<file path="config.mk">
export PLATFORM = sky130hd
export DESIGN_NAME = mdu_unit
export DESIGN_NICKNAME = d
export VERILOG_FILES = /design/src/rtl/mdu_pkg.sv /design/src/rtl/mdu_divider.sv /design/src/rtl/mdu_unit.sv
export SDC_FILE = /design/constraint.sdc
export NUM_CORES = 2
export LEC_CHECK = 0
export CORE_UTILIZATION = 59
export DETAILED_ROUTE_END_ITERATION = 10
export PLACE_DENSITY = 0.78
export SYNTH_ARGS = -nofsm -noshare
export SYNTH_HDL_FRONTEND = slang
export SYNTH_HIERARCHICAL = 1
export SYNTH_SLANG_ARGS = --single-unit
</file>
<file path="constraint.sdc">
create_clock -name clk -period 4.55 [get_ports clk]
set_input_delay 0.91 -clock clk [delete_from_list [all_inputs] [get_ports clk]]
set_output_delay 0.91 -clock clk [all_outputs]
set_load 0.02 [all_outputs]
</file>
<file path="src/rtl/mdu_pkg.sv">
// Shared encodings for the multiply/divide unit: issue opcodes and controller states.
package mdu_pkg;

    typedef enum logic [2:0] {
        MDU_MULT  = 3'd0,
        MDU_MULTU = 3'd1,
        MDU_DIV   = 3'd2,
        MDU_DIVU  = 3'd3,
        MDU_MTHI  = 3'd4,
        MDU_MTLO  = 3'd5
    } mdu_op_e;

    typedef enum logic [1:0] {
        ST_IDLE = 2'd0,
        ST_MUL  = 2'd1,
        ST_DIV  = 2'd2
    } mdu_state_e;

endpackage

</file>
<file path="src/rtl/mdu_divider.sv">
// Iterative restoring divider on unsigned magnitudes; one quotient bit per cycle.
// The first bit is resolved on the start edge, so done is high WIDTH-1 edges later.
module mdu_divider #(
    parameter int WIDTH = 32
) (
    input  logic             clk,
    input  logic             reset,
    input  logic             start,
    input  logic [WIDTH-1:0] dividend,
    input  logic [WIDTH-1:0] divisor,
    output logic [WIDTH-1:0] quotient,
    output logic [WIDTH-1:0] remainder,
    output logic             done
);

    localparam int CW = $clog2(WIDTH + 1);

    logic [WIDTH-1:0] rem_q, rem_d, quo_q, quo_d, dsr_q, dsr_d;
    logic [CW-1:0]    cnt_q, cnt_d;
    logic [WIDTH-1:0] rem_in, quo_in, dsr_in, rem_next, quo_next;
    logic [WIDTH:0]   shifted, trial;

    always_comb begin
        rem_in  = start ? '0       : rem_q;
        quo_in  = start ? dividend : quo_q;
        dsr_in  = start ? divisor  : dsr_q;
        shifted = {rem_in, quo_in[WIDTH-1]};
        trial   = shifted - {1'b0, dsr_in};
        // A clear borrow bit means the divisor fits: keep the difference.
        if (!trial[WIDTH]) begin
            rem_next = trial[WIDTH-1:0];
            quo_next = {quo_in[WIDTH-2:0], 1'b1};
        end else begin
            rem_next = shifted[WIDTH-1:0];
            quo_next = {quo_in[WIDTH-2:0], 1'b0};
        end

        rem_d = rem_q;
        quo_d = quo_q;
        dsr_d = dsr_q;
        cnt_d = cnt_q;
        if (start) begin
            rem_d = rem_next;
            quo_d = quo_next;
            dsr_d = dsr_in;
            cnt_d = CW'(WIDTH - 1);
        end else if (cnt_q != '0) begin
            rem_d = rem_next;
            quo_d = quo_next;
            cnt_d = cnt_q - CW'(1);
        end
    end

    always_ff @(posedge clk or negedge reset) begin
        if (!reset) begin
            rem_q <= '0;
            quo_q <= '0;
            dsr_q <= '0;
            cnt_q <= '0;
        end else begin
            rem_q <= rem_d;
            quo_q <= quo_d;
            dsr_q <= dsr_d;
            cnt_q <= cnt_d;
        end
    end

    assign quotient  = quo_q;
    assign remainder = rem_q;
    assign done      = (cnt_q == '0);

endmodule

</file>
<file path="src/rtl/mdu_unit.sv">
// Multi-cycle MULT/MULTU/DIV/DIVU unit writing HI/LO, plus MTHI/MTLO; busy stalls MD-class issue.
// Only IDLE accepts a new operation; a divide completes when both DIV_LAT and the divider are done.
module mdu_unit
    import mdu_pkg::*;
#(
    parameter int WIDTH   = 32,
    parameter int MUL_LAT = 5,
    parameter int DIV_LAT = 10
) (
    input  logic             clk,
    input  logic             reset,
    input  logic             start,
    input  logic [2:0]       mdu_op,
    input  logic [WIDTH-1:0] src_a,
    input  logic [WIDTH-1:0] src_b,
    input  logic             cancel,
    output logic             busy,
    output logic [WIDTH-1:0] hi,
    output logic [WIDTH-1:0] lo
);

    localparam int MAX_LAT = (MUL_LAT > DIV_LAT) ? MUL_LAT : DIV_LAT;
    localparam int CNT_W   = $clog2(MAX_LAT + 1);
    localparam logic [CNT_W-1:0] MUL_CNT = CNT_W'(MUL_LAT);
    localparam logic [CNT_W-1:0] DIV_CNT = CNT_W'(DIV_LAT);
    localparam logic [CNT_W-1:0] CNT_ONE = CNT_W'(1);

    mdu_state_e         state_q, state_d;
    mdu_op_e            op;
    logic [CNT_W-1:0]   cnt_q, cnt_d;
    logic [WIDTH-1:0]   hi_q, hi_d, lo_q, lo_d;
    logic [2*WIDTH-1:0] prod_q, prod_d;
    logic               q_neg_q, q_neg_d, r_neg_q, r_neg_d, dz_q, dz_d;
    logic               busy_q, busy_d;

    logic               op_signed, a_neg, b_neg, div_start, div_done;
    logic [WIDTH-1:0]   a_mag, b_mag, div_quo, div_rem, quo_fix, rem_fix;
    logic [2*WIDTH-1:0] ext_a, ext_b;

    assign op        = mdu_op_e'(mdu_op);
    assign op_signed = (op == MDU_MULT) || (op == MDU_DIV);
    assign a_neg     = op_signed & src_a[WIDTH-1];
    assign b_neg     = op_signed & src_b[WIDTH-1];
    assign a_mag     = a_neg ? -src_a : src_a;
    assign b_mag     = b_neg ? -src_b : src_b;
    // Sign- or zero-extension makes one 2*WIDTH multiply serve both MULT and MULTU.
    assign ext_a     = {{WIDTH{a_neg}}, src_a};
    assign ext_b     = {{WIDTH{b_neg}}, src_b};
    assign quo_fix   = q_neg_q ? -div_quo : div_quo;
    assign rem_fix   = r_neg_q ? -div_rem : div_rem;

    mdu_divider #(.WIDTH(WIDTH)) u_divider (
        .clk       (clk),
        .reset     (reset),
        .start     (div_start),
        .dividend  (a_mag),
        .divisor   (b_mag),
        .quotient  (div_quo),
        .remainder (div_rem),
        .done      (div_done)
    );

    always_comb begin
        // NOTE: every output of this block gets a default first so no path can infer a latch.
        state_d   = state_q;
        cnt_d     = cnt_q;
        hi_d      = hi_q;
        lo_d      = lo_q;
        prod_d    = prod_q;
        q_neg_d   = q_neg_q;
        r_neg_d   = r_neg_q;
        dz_d      = dz_q;
        div_start = 1'b0;

        case (state_q)
            ST_IDLE: begin
                if (start && !cancel) begin
                    case (op)
                        MDU_MULT, MDU_MULTU: begin
                            prod_d  = ext_a * ext_b;
                            cnt_d   = MUL_CNT;
                            state_d = ST_MUL;
                        end
                        MDU_DIV, MDU_DIVU: begin
                            div_start = 1'b1;
                            q_neg_d   = a_neg ^ b_neg;
                            r_neg_d   = a_neg;
                            dz_d      = (src_b == '0);
                            cnt_d     = DIV_CNT;
                            state_d   = ST_DIV;
                        end
                        MDU_MTHI: hi_d = src_a;
                        MDU_MTLO: lo_d = src_a;
                        default: ;
                    endcase
                end
            end
            ST_MUL: begin
                if (cancel) begin
                    state_d = ST_IDLE;
                end else if (cnt_q == CNT_ONE) begin
                    {hi_d, lo_d} = prod_q;
                    state_d      = ST_IDLE;
                end else begin
                    cnt_d = cnt_q - CNT_ONE;
                end
            end
            ST_DIV: begin
                // The counter parks at one until the divider catches up.
                if (cancel) begin
                    state_d = ST_IDLE;
                end else if (cnt_q == CNT_ONE) begin
                    if (div_done) begin
                        if (!dz_q) begin
                            lo_d = quo_fix;
                            hi_d = rem_fix;
                        end
                        state_d = ST_IDLE;
                    end
                end else begin
                    cnt_d = cnt_q - CNT_ONE;
                end
            end
            default: state_d = ST_IDLE;
        endcase

        // Busy rises one edge after issue and drops on the completing or cancelling edge.
        busy_d = (state_q != ST_IDLE) && (state_d != ST_IDLE);
    end

    always_ff @(posedge clk or negedge reset) begin
        if (!reset) begin
            state_q <= ST_IDLE;
            cnt_q   <= '0;
            hi_q    <= '0;
            lo_q    <= '0;
            prod_q  <= '0;
            q_neg_q <= 1'b0;
            r_neg_q <= 1'b0;
            dz_q    <= 1'b0;
            busy_q  <= 1'b0;
        end else begin
            // NOTE: non-blocking updates keep every flop sampling pre-edge values.
            state_q <= state_d;
            cnt_q   <= cnt_d;
            hi_q    <= hi_d;
            lo_q    <= lo_d;
            prod_q  <= prod_d;
            q_neg_q <= q_neg_d;
            r_neg_q <= r_neg_d;
            dz_q    <= dz_d;
            busy_q  <= busy_d;
        end
    end

    assign busy = busy_q;
    assign hi   = hi_q;
    assign lo   = lo_q;

endmodule

</file>
## After elaboration in Yosys (flattened, before gate mapping)

Cells that the tools add are included.

- Word-level logic and storage cells: 115
- Bits of input ports: 71
- Register bits after elaboration: 240

- $mul: 1
- Mux-type cells: 49
- Reductions and logical operators: 22
- Equal/unequal tests: 20
- $add $sub $neg: 7
- Bitwise logic cells: 3

Operators by type and width:

| cell | count |
|---|---|
| 32-bit two-way mux | 28 |
| 32-bit case mux with 3 select lines | 2 |
| 32-bit negation | 4 |
| 33-bit by 33-bit multiplier with 64-bit output | 1 |
| 33-bit by 32-bit subtractor with 33-bit output | 1 |
| 32-bit zero test | 1 |
| 2-bit != test (second input constant) | 9 |
| 9-bit AND reduction | 2 |
| 4-bit case mux with 2 select lines | 2 |
| 2-bit two-way mux | 6 |
| 4-bit two-way mux | 3 |
| 6-bit two-way mux | 2 |
| 2-bit nonzero test | 4 |
| 3-bit by 2-bit == test with 1-bit output (second input constant) | 2 |
| 3-bit == test (second input constant) | 2 |
| 6-bit zero test | 1 |
| 2-bit case mux with 3 select lines | 1 |
| 3-bit AND reduction | 2 |
| 6-bit nonzero test | 1 |
| 2-bit OR reduction | 3 |
| 6-bit by 1-bit subtractor with 6-bit output (second input constant) | 1 |
| 5-bit AND reduction | 1 |
| 4-bit by 1-bit == test with 1-bit output (second input constant) | 1 |
| 1-bit two-way mux | 4 |
| other kinds (15) | 18 |

## Longest topological paths before layout

- Depth in word-level cells: 10
- Depth in mapped cells: 32

## Hierarchy

The synthesis kept the hierarchy.

By module, submodules not included:

| module | cells an instance | area each (um2) | times used |
|---|---|---|---|
| mdu_unit | 5385 | 46920.0 | 1 |
| mdu_divider | 719 | 6576.3 | 1 |

## Least setup slack after synthesis

No wires, ideal clock.

- Path kind: input-to-reg
- Start: input port mdu_op[2]
- End: register prod_q[61]
- Stages: 30
- Arrival time: 9.025 ns
- Slack: -4.608 ns
- Required time: 4.417 ns
- Path through: clkbuf_1 nor2_1 and2_1 clkbuf_1 nand2_1 inv_1 fa_1 fa_1 fa_1 inv_1 fa_1 inv_1 fa_1 fa_1 inv_1 fa_1 fa_1 inv_1 ha_1 clkbuf_1 a21o_1 a21oi_1 o211ai_1 a2111oi_0 o21ai_0 a31oi_1 o21ai_0 a21oi_1 xor2_1 o21ai_0

- Cells in the longest elaborated chain, start to end: 4

Ends and longest elaborated chain:

| item | line | text |
|---|---|---|
| start: declaration | mdu_unit.sv:13 | `input logic [2:0] mdu_op,` |
| 3-bit by 2-bit == test with 1-bit output / 3-bit zero test (equally long branches) | mdu_unit.sv:41, mdu_unit.sv:78 |  |
| 1-bit logical OR | mdu_unit.sv:41 | `assign op_signed = (op == MDU_MULT) \|\| (op == MDU_DIV);` |
| 1-bit AND (on tied branches) | mdu_unit.sv:42, mdu_unit.sv:43 |  |
| 33-bit by 33-bit multiplier with 64-bit output | mdu_unit.sv:80 | `prod_d = ext_a * ext_b;` |
| end signal: assignment | mdu_unit.sv:148 | `prod_q <= prod_d;` |
| end: declaration | mdu_unit.sv:32 | `logic [2*WIDTH-1:0] prod_q, prod_d;` |

Parallel ways exist; a longest one is shown, timed or not.
A chain may end at the register's enable or synchronous reset.

## Worst setup path in the final report

- Start: input port mdu_op[0]
- End: register prod_q[61]

The elaborated chain is that of the path after synthesis.

==> summary.txt <==
Clock network
  – Clock-pin transition on the worst setup and hold timing paths: 0.06 ns
  – Clock tree root driver cell: sky130_fd_sc_hd__clkbuf_16
  – Insertion delay of the later-clocked pin in the worst-skew pair: 0.56 ns
  – Number of H-tree levels: 1
  – Clock tree from TritonCTS: built
  – Buffer depth of the longest clock path: 3
  – Total clock buffers created by CTS: 24
  – Total clock sinks: 240

STA
  – Final critical-path share of the clock period: 170%
  – Final hold vios: 0
  – Setup repair after global routing missed its margin: yes
  – Final Max Tran Viols: 0
  – Max Fclk: 129 MHz
  – Clock skew: 0.0184 ns
  – Slew at the pin closest to its max-slew limit: 1.20 ns
  – Worst-case headroom to the max-slew limit: 20.0%
  – Final period demand of the worst path: 7.74 ns
  – Worst setup slack after layout: -3.19 ns
  – Setup TNS: -188.09 ns
  – Setup-failing EPs final: 91
  – Worst slack on hold paths: 0.436 ns

Place
  – Input/output buffers: 135
  – Detail Placement HPWL: 143000 um
  – Placed Instances: 7794
  – Routability-driven placement congestion ratio: between 0.9 and 1

Cells and area
  – Post-route core utilization: 76.1%
  – Area overhead of the layout relative to synthesis: 27.8%
  – NumNets Final: 8323
  – Commonest cells after routing, fill and taps aside: 1146 x sky130_fd_sc_hd__nand2_1, 1102 x sky130_fd_sc_hd__inv_1, 1041 x sky130_fd_sc_hd__fa_1, 742 x sky130_fd_sc_hd__buf_4, 266 x sky130_fd_sc_hd__and2_1
  – Share of layout cells above drive strength 1: 24.3%
  – Number of standard cells in the final layout excluding fillers: 8075
  – Leading cell type in the layout, fill and taps excluded: sky130_fd_sc_hd__nand2_1

Synthesis
  – Post-synthesis adder-cell area fraction: 48.1%
  – Most common flop cell mapped by yosys: sky130_fd_sc_hd__dfrtp_1
  – Sequential-to-total area share from yosys stat: 11.2%
  – Total number of yosys warnings: 6
  – Gate count of the mapped netlist: 6104
  – Synthesized-area fraction occupied by ao, oa, aoi and oai cells: around 8.0%
  – Share of synthesized registers carrying an async set or reset: 100%
  – Proportion of synthesized area in mux cells: 1.58%
  – Number of flops mapped to enable cells by yosys: 0
  – Count of distinct cell types in the synthesized netlist: 85
  – Number of storage elements in the synthesis netlist: 240
  – Synthesized-area fraction occupied by and/or/nand/nor cells: 16.3%
  – Net count of the mapped netlist: 7557
  – Cell Area, Synth: ~53000 um^2
  – Main combinational cell family by area after synthesis: adder cells
  – Post-synthesis share of cell area spent on xor and xnor gates: 3.74%
  – Syn_area_per_cell: 8.76 um^2

Drt
  – Post-DR vias/cell: a little over 6
  – Number of search-and-repair iterations in the first detailed-routing pass: 6
  – Number of DRC violations after detailed routing: 0
  – Overall via count from detail_route: 49000
  – Average wire length per cell after detail routing: 25.6 um
  – Drt initial violations: 5492
  – Routed WL: 207000 um
  – Detail Route Antenna Nets: 0

Worst setup path
  – Slowest cell delay on critical path: just over 0.6 ns
  – Crit Path Max Fanout: 8
  – Cell with the most instances on the worst path: sky130_fd_sc_hd__fa_1
  – Type of the worst setup path: input pin to flip-flop
  – Sort of element at the end of the critical path: flip-flop
  – Worst R2R Path Depth: 21
  – Cell with the largest stage delay on the worst path: sky130_fd_sc_hd__fa_2
  – Startpoint kind of the worst setup timing path: input pin
  – Worst Path Required: between 4 and 5 ns
  – Arrival @ worst endpoint: 8.13 ns

Status
  – Failing checks: negative setup slack
  – Result of the run: complete, but fails checks

Die
  – Core Box Area: 89900 um^2
  – Height of the die: ~300 um
  – Effective utilization at floorplan: 59.5%
  – Floorplan die width: 303 um
  – Number of cell rows: 110
  – I/O pin count: 136
  – Die area: 91900 um^2

GRT
  – Vias in the first global route: 51000
  – Antenna violations before repair: 22
  – Total global routing track utilization: approximately 44%
  – Pin count of the biggest net entering global routing: 109
  – GRT Residual Overflow: 0
  – First-pass GRT wire length: between 200000 and 300000 um

Min path
  – Hold/Removal Path Class: input pin to async pin

Flow run
  – Max-capacitance violation count: 0
## metal layers
layer	share of wire [%]	vias to the layer above	global-route usage [%]
met4	11	10	33.9
met1	32	24200	51.5
met5	0.050	-	0
met2	44	3544	66.4
met3	13	1312	14.1
li1	-	20000	-
## critical path: cells and delay by family
family                   cells  cell delay (ns)
AND/OR/NAND/NOR              3             0.43
adder cells (fa/ha/maj)      9             4.37
AO/OA/AOI/OAI                9             1.53
XOR/XNOR                     1             0.18
buffers and inverters        7             0.70
## logic make-up after synthesis
kind of cell | after synthesis
and+or+nand+nor | 1917
muxes | 80
DFF | 240
AOI/OAI and AO/OA | 687
adders and majority gates | 1382
xor gates and xnor gates | 226
buffers and inverters | 1572
## flip-flops by register name, indices dropped and copies added, names as in the netlist, 2 cells and up
register             flops
cnt_q                    4
u_divider/remainder     32
lo                      32
u_divider/quotient      32
prod_q                  64
state_q                  2
u_divider/cnt_q          6
u_divider/dsr_q         32
hi                      32
## final cells by class
class | instances | area [um^2]
Timing Repair Buffer | 1128 | 11400
Clock buffer | 35 | 703
Multi-Input combinational cell | 4293 | 44200
Antenna cell | 14 | 35.0
Clock inverter | 6 | 66.3
Tap cell | 1176 | 1470
Fill cell | 5576 | 21500
Inverter | 1183 | 4460
Sequential cell | 240 | 6010
## repair_timing
item,CTS,global route
endpoints found under the setup margin,91,91
resized for setup,487,378
hold buffers,0,0
setup buffers,120,88
pin swaps,237,190
cloned,27,3
## per-stage QoR
stage | worst slack, ns | cell area, um^2
finish | -3.19 | 68400
global route | -3.33 | 68300
CTS | -3.02 | 66300
detailed placement | -4.45 | 62400
global placement | -4.29 | 62400
floorplan | -3.60 | 55600
## worst paths after layout
kind,start,endpoint,slack [ns]
max,mdu_op[0],prod_q[61],-3.19
min,reset,cnt_q[2],0.44
max reg2reg,state_q[0],u_divider/remainder[29],-0.09
min reg2reg,hi[0],hi[0],0.48
max in group asynchronous,reset,u_divider/dsr_q[19],3.18
min in group clk,hi[0],hi[0],0.48
## synthesized netlist by cell type (all sizes together) (31+ instances only)
master	count	share of area, %
o31ai	96	1.4
nand2	1197	8.4
nand3	32	0.31
nor2b	50	0.58
dfrtp	240	11
mux2i	44	0.82
clkbuf	313	2.2
buf	76	0.61
xnor2	142	2.4
and2	298	3.5
mux2	36	0.76
a21oi	203	1.9
ha	256	6.0
o21ai	201	1.9
a21o	41	0.58
nand4	31	0.36
inv	1181	8.3
xor2	84	1.4
nor2	153	1.1
fa	1126	42
Power is not shown: default switching activity piles up to over one toggle a cycle in this logic, so the estimate is an artifact.
